<file path="config.mk">
export PLATFORM = sky130hd
export DESIGN_NAME = imm_encoder
export DESIGN_NICKNAME = d
export VERILOG_FILES = /design/src/rtl/imm_encoder.sv
export SDC_FILE = /design/constraint.sdc
export NUM_CORES = 1
export LEC_CHECK = 0
export BUFFER_PORTS_ARGS = -buffer_cell sky130_fd_sc_hd__buf_2
export CAP_MARGIN = 20
export CORE_UTILIZATION = 42
export DETAILED_ROUTE_END_ITERATION = 6
export GPL_ROUTABILITY_DRIVEN = 0
export HOLD_SLACK_MARGIN = 0.1
export PLACE_DENSITY_LB_ADDON = 0.08
export SLEW_MARGIN = 20
export SYNTH_ARGS = -nofsm -noshare
export SYNTH_HDL_FRONTEND = slang
export SYNTH_SLANG_ARGS = --single-unit
</file>
<file path="constraint.sdc">
create_clock -name clk -period 2.4 [get_ports clk]
set_clock_uncertainty 0.05 [all_clocks]
set_input_delay 0.24 -clock clk [delete_from_list [all_inputs] [get_ports clk]]
set_output_delay 0.24 -clock clk [all_outputs]
set_load 0.01 [all_outputs]
</file>
<file path="src/rtl/imm_encoder.sv">
// RV32I immediate encoder: range-checks an immediate and scatters it into a template word, streaming results to an imem write port.
// Optional build macro IMM_ENCODER_ERR_COUNT_EN adds an 8-bit saturating rejected-item counter port (err_count).
module imm_encoder #(
  parameter int          ADDR_W    = 12,
  parameter int unsigned BASE_ADDR = 0,
  parameter int          LEN_W     = 10
) (
  input  logic              clk,
  input  logic              rst_n,
  input  logic              start,
  input  logic [LEN_W-1:0]  len,
  input  logic              in_valid,
  output logic              in_ready,
  input  logic [31:0]       in_imm,
  input  logic [2:0]        in_imm_type,
  input  logic [31:0]       in_tmpl,
  output logic              out_valid,
  input  logic              out_ready,
  output logic [ADDR_W-1:0] out_addr,
  output logic [31:0]       out_instr,
  output logic              err,
  output logic              done
`ifdef IMM_ENCODER_ERR_COUNT_EN
  ,
  output logic [7:0]        err_count
`endif
);

  typedef enum logic [1:0] {
    S_IDLE  = 2'd0,
    S_RUN   = 2'd1,
    S_DRAIN = 2'd2,
    S_DONE  = 2'd3
  } state_t;

  localparam logic [2:0] T_I     = 3'b000;
  localparam logic [2:0] T_B     = 3'b001;
  localparam logic [2:0] T_S     = 3'b010;
  localparam logic [2:0] T_U     = 3'b011;
  localparam logic [2:0] T_J     = 3'b100;
  localparam logic [2:0] T_SHAMT = 3'b101;

  localparam logic [ADDR_W-1:0] BASE = ADDR_W'(BASE_ADDR);
  localparam logic [ADDR_W-1:0] STEP = ADDR_W'(4);

  state_t              r_state;
  logic [LEN_W-1:0]    r_len;
  logic [LEN_W-1:0]    r_count;
  logic                r_out_valid;
  logic [ADDR_W-1:0]   r_addr;
  logic [31:0]         r_instr;
  logic                r_err;
  logic                r_done;
`ifdef IMM_ENCODER_ERR_COUNT_EN
  logic [7:0]          r_err_count;
`endif

  logic                w_in_ready;
  logic                w_accept;
  logic                w_out_hs;
  logic [LEN_W-1:0]    w_count_inc;
  logic                w_ok;
  logic [31:0]         w_enc;
  logic                w_fit12;
  logic                w_fit13;
  logic                w_fit21;

  // Sign-extension checks: the upper bits must all be copies of the top kept bit.
  assign w_fit12 = (&in_imm[31:11]) | ~(|in_imm[31:11]);
  assign w_fit13 = (&in_imm[31:12]) | ~(|in_imm[31:12]);
  assign w_fit21 = (&in_imm[31:20]) | ~(|in_imm[31:20]);

  always_comb begin
    w_ok  = 1'b0;
    w_enc = in_tmpl;
    case (in_imm_type)
      T_I: begin
        w_ok         = w_fit12;
        w_enc[31:20] = in_imm[11:0];
      end
      T_S: begin
        w_ok         = w_fit12;
        w_enc[31:25] = in_imm[11:5];
        w_enc[11:7]  = in_imm[4:0];
      end
      T_B: begin
        w_ok         = w_fit13 && !in_imm[0];
        w_enc[31]    = in_imm[12];
        w_enc[30:25] = in_imm[10:5];
        w_enc[11:8]  = in_imm[4:1];
        w_enc[7]     = in_imm[11];
      end
      T_U: begin
        w_ok         = ~(|in_imm[11:0]);
        w_enc[31:12] = in_imm[31:12];
      end
      T_J: begin
        w_ok         = w_fit21 && !in_imm[0];
        w_enc[31]    = in_imm[20];
        w_enc[30:21] = in_imm[10:1];
        w_enc[20]    = in_imm[11];
        w_enc[19:12] = in_imm[19:12];
      end
      T_SHAMT: begin
        w_ok         = ~(|in_imm[31:5]);
        w_enc[24:20] = in_imm[4:0];
      end
      default: begin
        w_ok  = 1'b0;
        w_enc = in_tmpl;
      end
    endcase
  end

  assign w_in_ready  = (r_state == S_RUN) && (!r_out_valid || out_ready);
  assign w_accept    = in_valid && w_in_ready;
  assign w_out_hs    = r_out_valid && out_ready;
  assign w_count_inc = r_count + LEN_W'(1);

  always_ff @(posedge clk or negedge rst_n) begin
    if (!rst_n) begin
      r_state     <= S_IDLE;
      r_len       <= '0;
      r_count     <= '0;
      r_out_valid <= 1'b0;
      r_addr      <= BASE;
      r_instr     <= '0;
      r_err       <= 1'b0;
      r_done      <= 1'b0;
`ifdef IMM_ENCODER_ERR_COUNT_EN
      r_err_count <= '0;
`endif
    end else begin
      if (w_out_hs) begin
        r_out_valid <= 1'b0;
        r_addr      <= r_addr + STEP;
      end

      // A new accept overrides the clear above, so a draining and a loading word share one cycle.
      if (w_accept) begin
        r_count <= w_count_inc;
        if (w_ok) begin
          r_out_valid <= 1'b1;
          r_instr     <= w_enc;
        end else begin
          r_err <= 1'b1;
`ifdef IMM_ENCODER_ERR_COUNT_EN
          if (r_err_count != 8'hFF) begin
            r_err_count <= r_err_count + 8'd1;
          end
`endif
        end
      end

      case (r_state)
        S_IDLE: begin
          r_done <= 1'b0;
          if (start) begin
            r_len   <= len;
            r_count <= '0;
            r_err   <= 1'b0;
            r_addr  <= BASE;
`ifdef IMM_ENCODER_ERR_COUNT_EN
            r_err_count <= '0;
`endif
            if (len == '0) begin
              r_state <= S_DONE;
              r_done  <= 1'b1;
            end else begin
              r_state <= S_RUN;
            end
          end
        end
        S_RUN: begin
          if (w_accept && (w_count_inc == r_len)) begin
            r_state <= S_DRAIN;
          end
        end
        S_DRAIN: begin
          if (!r_out_valid || w_out_hs) begin
            r_state <= S_DONE;
            r_done  <= 1'b1;
          end
        end
        S_DONE: begin
          r_state <= S_IDLE;
          r_done  <= 1'b0;
        end
        default: begin
          r_state <= S_IDLE;
          r_done  <= 1'b0;
        end
      endcase
    end
  end

  assign in_ready  = w_in_ready;
  assign out_valid = r_out_valid;
  assign out_addr  = r_addr;
  assign out_instr = r_instr;
  assign err       = r_err;
  assign done      = r_done;
`ifdef IMM_ENCODER_ERR_COUNT_EN
  assign err_count = r_err_count;
`endif

endmodule
</file>
==> impl_metrics.toml <==
[final_layout]
cell_area_after_layout_um2 = 5400
diode_count = 0
share_of_final_layout_standard_cells_stronger_than_drive_strength_1_pct = 37.54
fin_nets = 677
syn_to_layout_area_delta_pct = 31.27
layout_commonest_cell = "buf_2"
instances_no_fill = 723
layout.core_utilization_pct = 57.62
layout_common_cells = "buf_2 (127), nand2_1 (72), dfrtp_1 (67)"

[detailed_routing]
wire_per_inst_um = 15.36
dr_total_vias = 3716
routed-wl-met3_um = 627
maxUsedRoutingLayer = "met4"
drc = 0
totalWireLength_um = 11100
detailedRoute.firstPassIterationCount = 4
routed_metal_1_wire_length_um = 5350
route.antenna.remaining_nets = 0
detailedRoute.firstIterationViolations = 174
wl_met2_um = 5000
vias_per_instance = 5.140

[die]
die-width_um = 101.0
start_util_pct = 43.90
floorplan.die.height_um = 101.0
rows = 35
core_um2 = 9371
design.die.area_um2 = 10190
top_level_ports = 130

[clocking]
clock-sinks = 67
clock_insertion_delay_worst_skew_ns = 0.34
numCtsBuffers = 9
cts_tree = "built"
clock_transition_time_at_the_flip_flop_clock_pins_of_the_worst_setup_and_hold_paths_ns = 0.09
htreeDepth = 3
clock-root-buffer = "clkbuf_8"
post-cts-setup-buffer-count = 0
clockBufferDepth = 2
cts_resized = 0

[worst_setup_path]
setup.worst_path.start_class = "flop"
cp.arrival_ns = 2.40
worstPathCellList = "and4_1 -> a21boi_0 -> o21ai_0 -> a31oi_1 -> a31oi_1 -> o41a_1 -> mux2i_1"
critical_path.slowest_cell = "o41a_1"
timing.critical_path.required_ns = 2.58
critical_path.endpoint_type = "flop"
crit_buf_inv = 0
worstPathMaxFanout = 6
cp_common_cell = "a31oi_1"
critical-path-top-delay-family = "compound AO/OA/AOI/OAI gates"
setup.reg_to_reg.worst_slack_ns = 0.19
cpPeakStageDelay_ns = 0.48
setup.worst_path.class = "reg2reg"

[sta]
max_slew.worst_pin.slew_ns = 0.5549
report.final.setup_viol = 0
maxSlewHeadroom_pct = 62.78
drv_slew = 0
timing.hold.ws_ns = 0.1404
fin_setup_tns_ns = 0
unrepaired_setup_endpoints_after_global_routing = "no"
min_period_over_period_pct = 92.26
final_hold_viol_count = 0
layout_min_cycle_time_ns = 2.214
fmax_mhz = 451.6

[logic_synthesis]
synth_enable_flop_cells = 0
count_of_synthesis_stage_warnings_from_yosys = 0
seq_area_frac_synth_pct = 40.75
synth.distinct_cells = 47
yosys_register_bits = 67
syn-cell-area_um2 = 4114
avgSynthCellArea_um2 = 9.680
syn-instance-count = 425
postSynth.topFlopCell = "dfrtp_1"
synthArstFlopShare_pct = 100.0

[grt]
number_of_global_route_vias_before_repair = 3775
grt_overflow_total = 0
grt_use_total_pct = 23.28
grt_max_degree = 28
grt_pass1_wl_um = 18370
grt_antenna_before_repair = 0

[placed_design]
numPlacedInstances = 689
dp_hpwl_um = 8333
numPortBuffers = 127
post_dp_cell_area_um2 = 5012

[min_path]
min-delay-path-class = "in2reg"

[status]
run_status = "complete, no violations"

[pwr]
power.leakage_nw = 2.718
worst_ir_drop_vdd_mv = 0.3794
p_per_area_nw_per_um2 = 630.4

[run]
drv.max_cap_violation_count = 0
worst paths after layout:
path                               from       endpoint  depth (start not counted)
hold / removal                    start           done                          3
min in group asynchronous         rst_n   out_instr[2]                          2
hold reg to reg            out_instr[3]   out_instr[3]                          1
setup reg to reg             r_count[3]     r_state[0]                          7
max in group asynchronous         rst_n  out_instr[27]                          3
setup / recovery             r_count[3]     r_state[0]                          7
Yosys cell counts (3+ instances only):
cell       n  area, um^2
a21oi_1   13       65.06
a221o_1    3       30.03
a22o_1     6       52.55
a22oi_1    8       60.06
a31oi_1    8       50.05
and2_1     3       18.77
and3_1    11       68.82
buf_1      5       18.77
buf_12     3       60.06
clkbuf_1  13       48.80
dfrtp_1   67        1677
ha_1       6       75.07
inv_1      8       30.03
mux2_2    14       157.7
mux2_4    30       450.4
mux2i_1    4       40.04
nand2_1   72       270.3
nand2b_1   3       18.77
nand3_1   22       110.1
nand4_1    9       56.30
nor2_1    30       112.6
nor3_1     7       35.03
nor4_1     6       37.54
o21ai_0   13       65.06
o22ai_1    3       18.77
or3_1      3       18.77
or4_1      4       30.03
xnor2_1   19       166.4
xor2_1    11       96.34
worst reg2reg max path, delay by kind of cell, from the launching register on:
kind / cells / cell delay (ns)
AO/OA/AOI/OAI: 5 / 1.24
flip-flops: 1 / 0.44
AND/OR/NAND/NOR: 1 / 0.24
multiplexers: 1 / 0.14
cell type report:
cell class	instances	area, um^2
fillers	882	3971
multi-input cells	326	2260
flip-flops and latches	67	1677
repair buffers	176	1061
well taps	129	161.4
clock buffers	9	123.9
clock inverters	7	83.83
inverters	9	33.78
report_power, final:
group          internal, W  total (W)  switching (W)  leakage, nW
sequential         0.00126    0.00139       0.000126        0.912
combinational     0.000478    0.00102       0.000544         1.70
clock             0.000498   0.000995       0.000497        0.102
total              0.00224    0.00340        0.00117         2.72
flip-flops by register name (all words and copies together) (netlist names):
signal	flops
done	1
err	1
out_addr	10
out_instr	32
out_valid	1
r_count	10
r_len	10
r_state	2
through the flow:
stage	total power (W)	setup slack (ns)
6_report	0.003404	0.1857
5_1_grt	0.003631	0.01738
4_1_cts	0.003435	0.1897
3_5_place_dp	0.002404	-0.1108
3_3_place_gp	0.002380	-0.08457
2_1_floorplan	0.002024	0.1190
per-layer routing:
metal / GRT usage (%) / vias up
met1: 32.21 / 1764
met3: 4.161 / 10
met4: 7.023 / 0
met2: 37.14 / 122
met5: 0 / -
li1: - / 1820
cells by family after synthesis:
kind of cell / after synthesis / synth area share, %
other: 1 / 0.09115
DFF: 67 / 40.75
and+or+nand+nor: 180 / 21.29
AOI/OAI and AO/OA: 60 / 9.489
muxes: 48 / 15.75
adders and majority gates: 6 / 1.825
buffers and inverters: 33 / 4.410
xor gates and xnor gates: 30 / 6.387
what timing repair did:
item                                    4_1_cts  5_1_grt
hold endpoints to repair                     31        0
hold buffers                                 18        0
endpoints found under the setup margin        0        0
No activity file was read; power rests on OpenSTA's default activity.
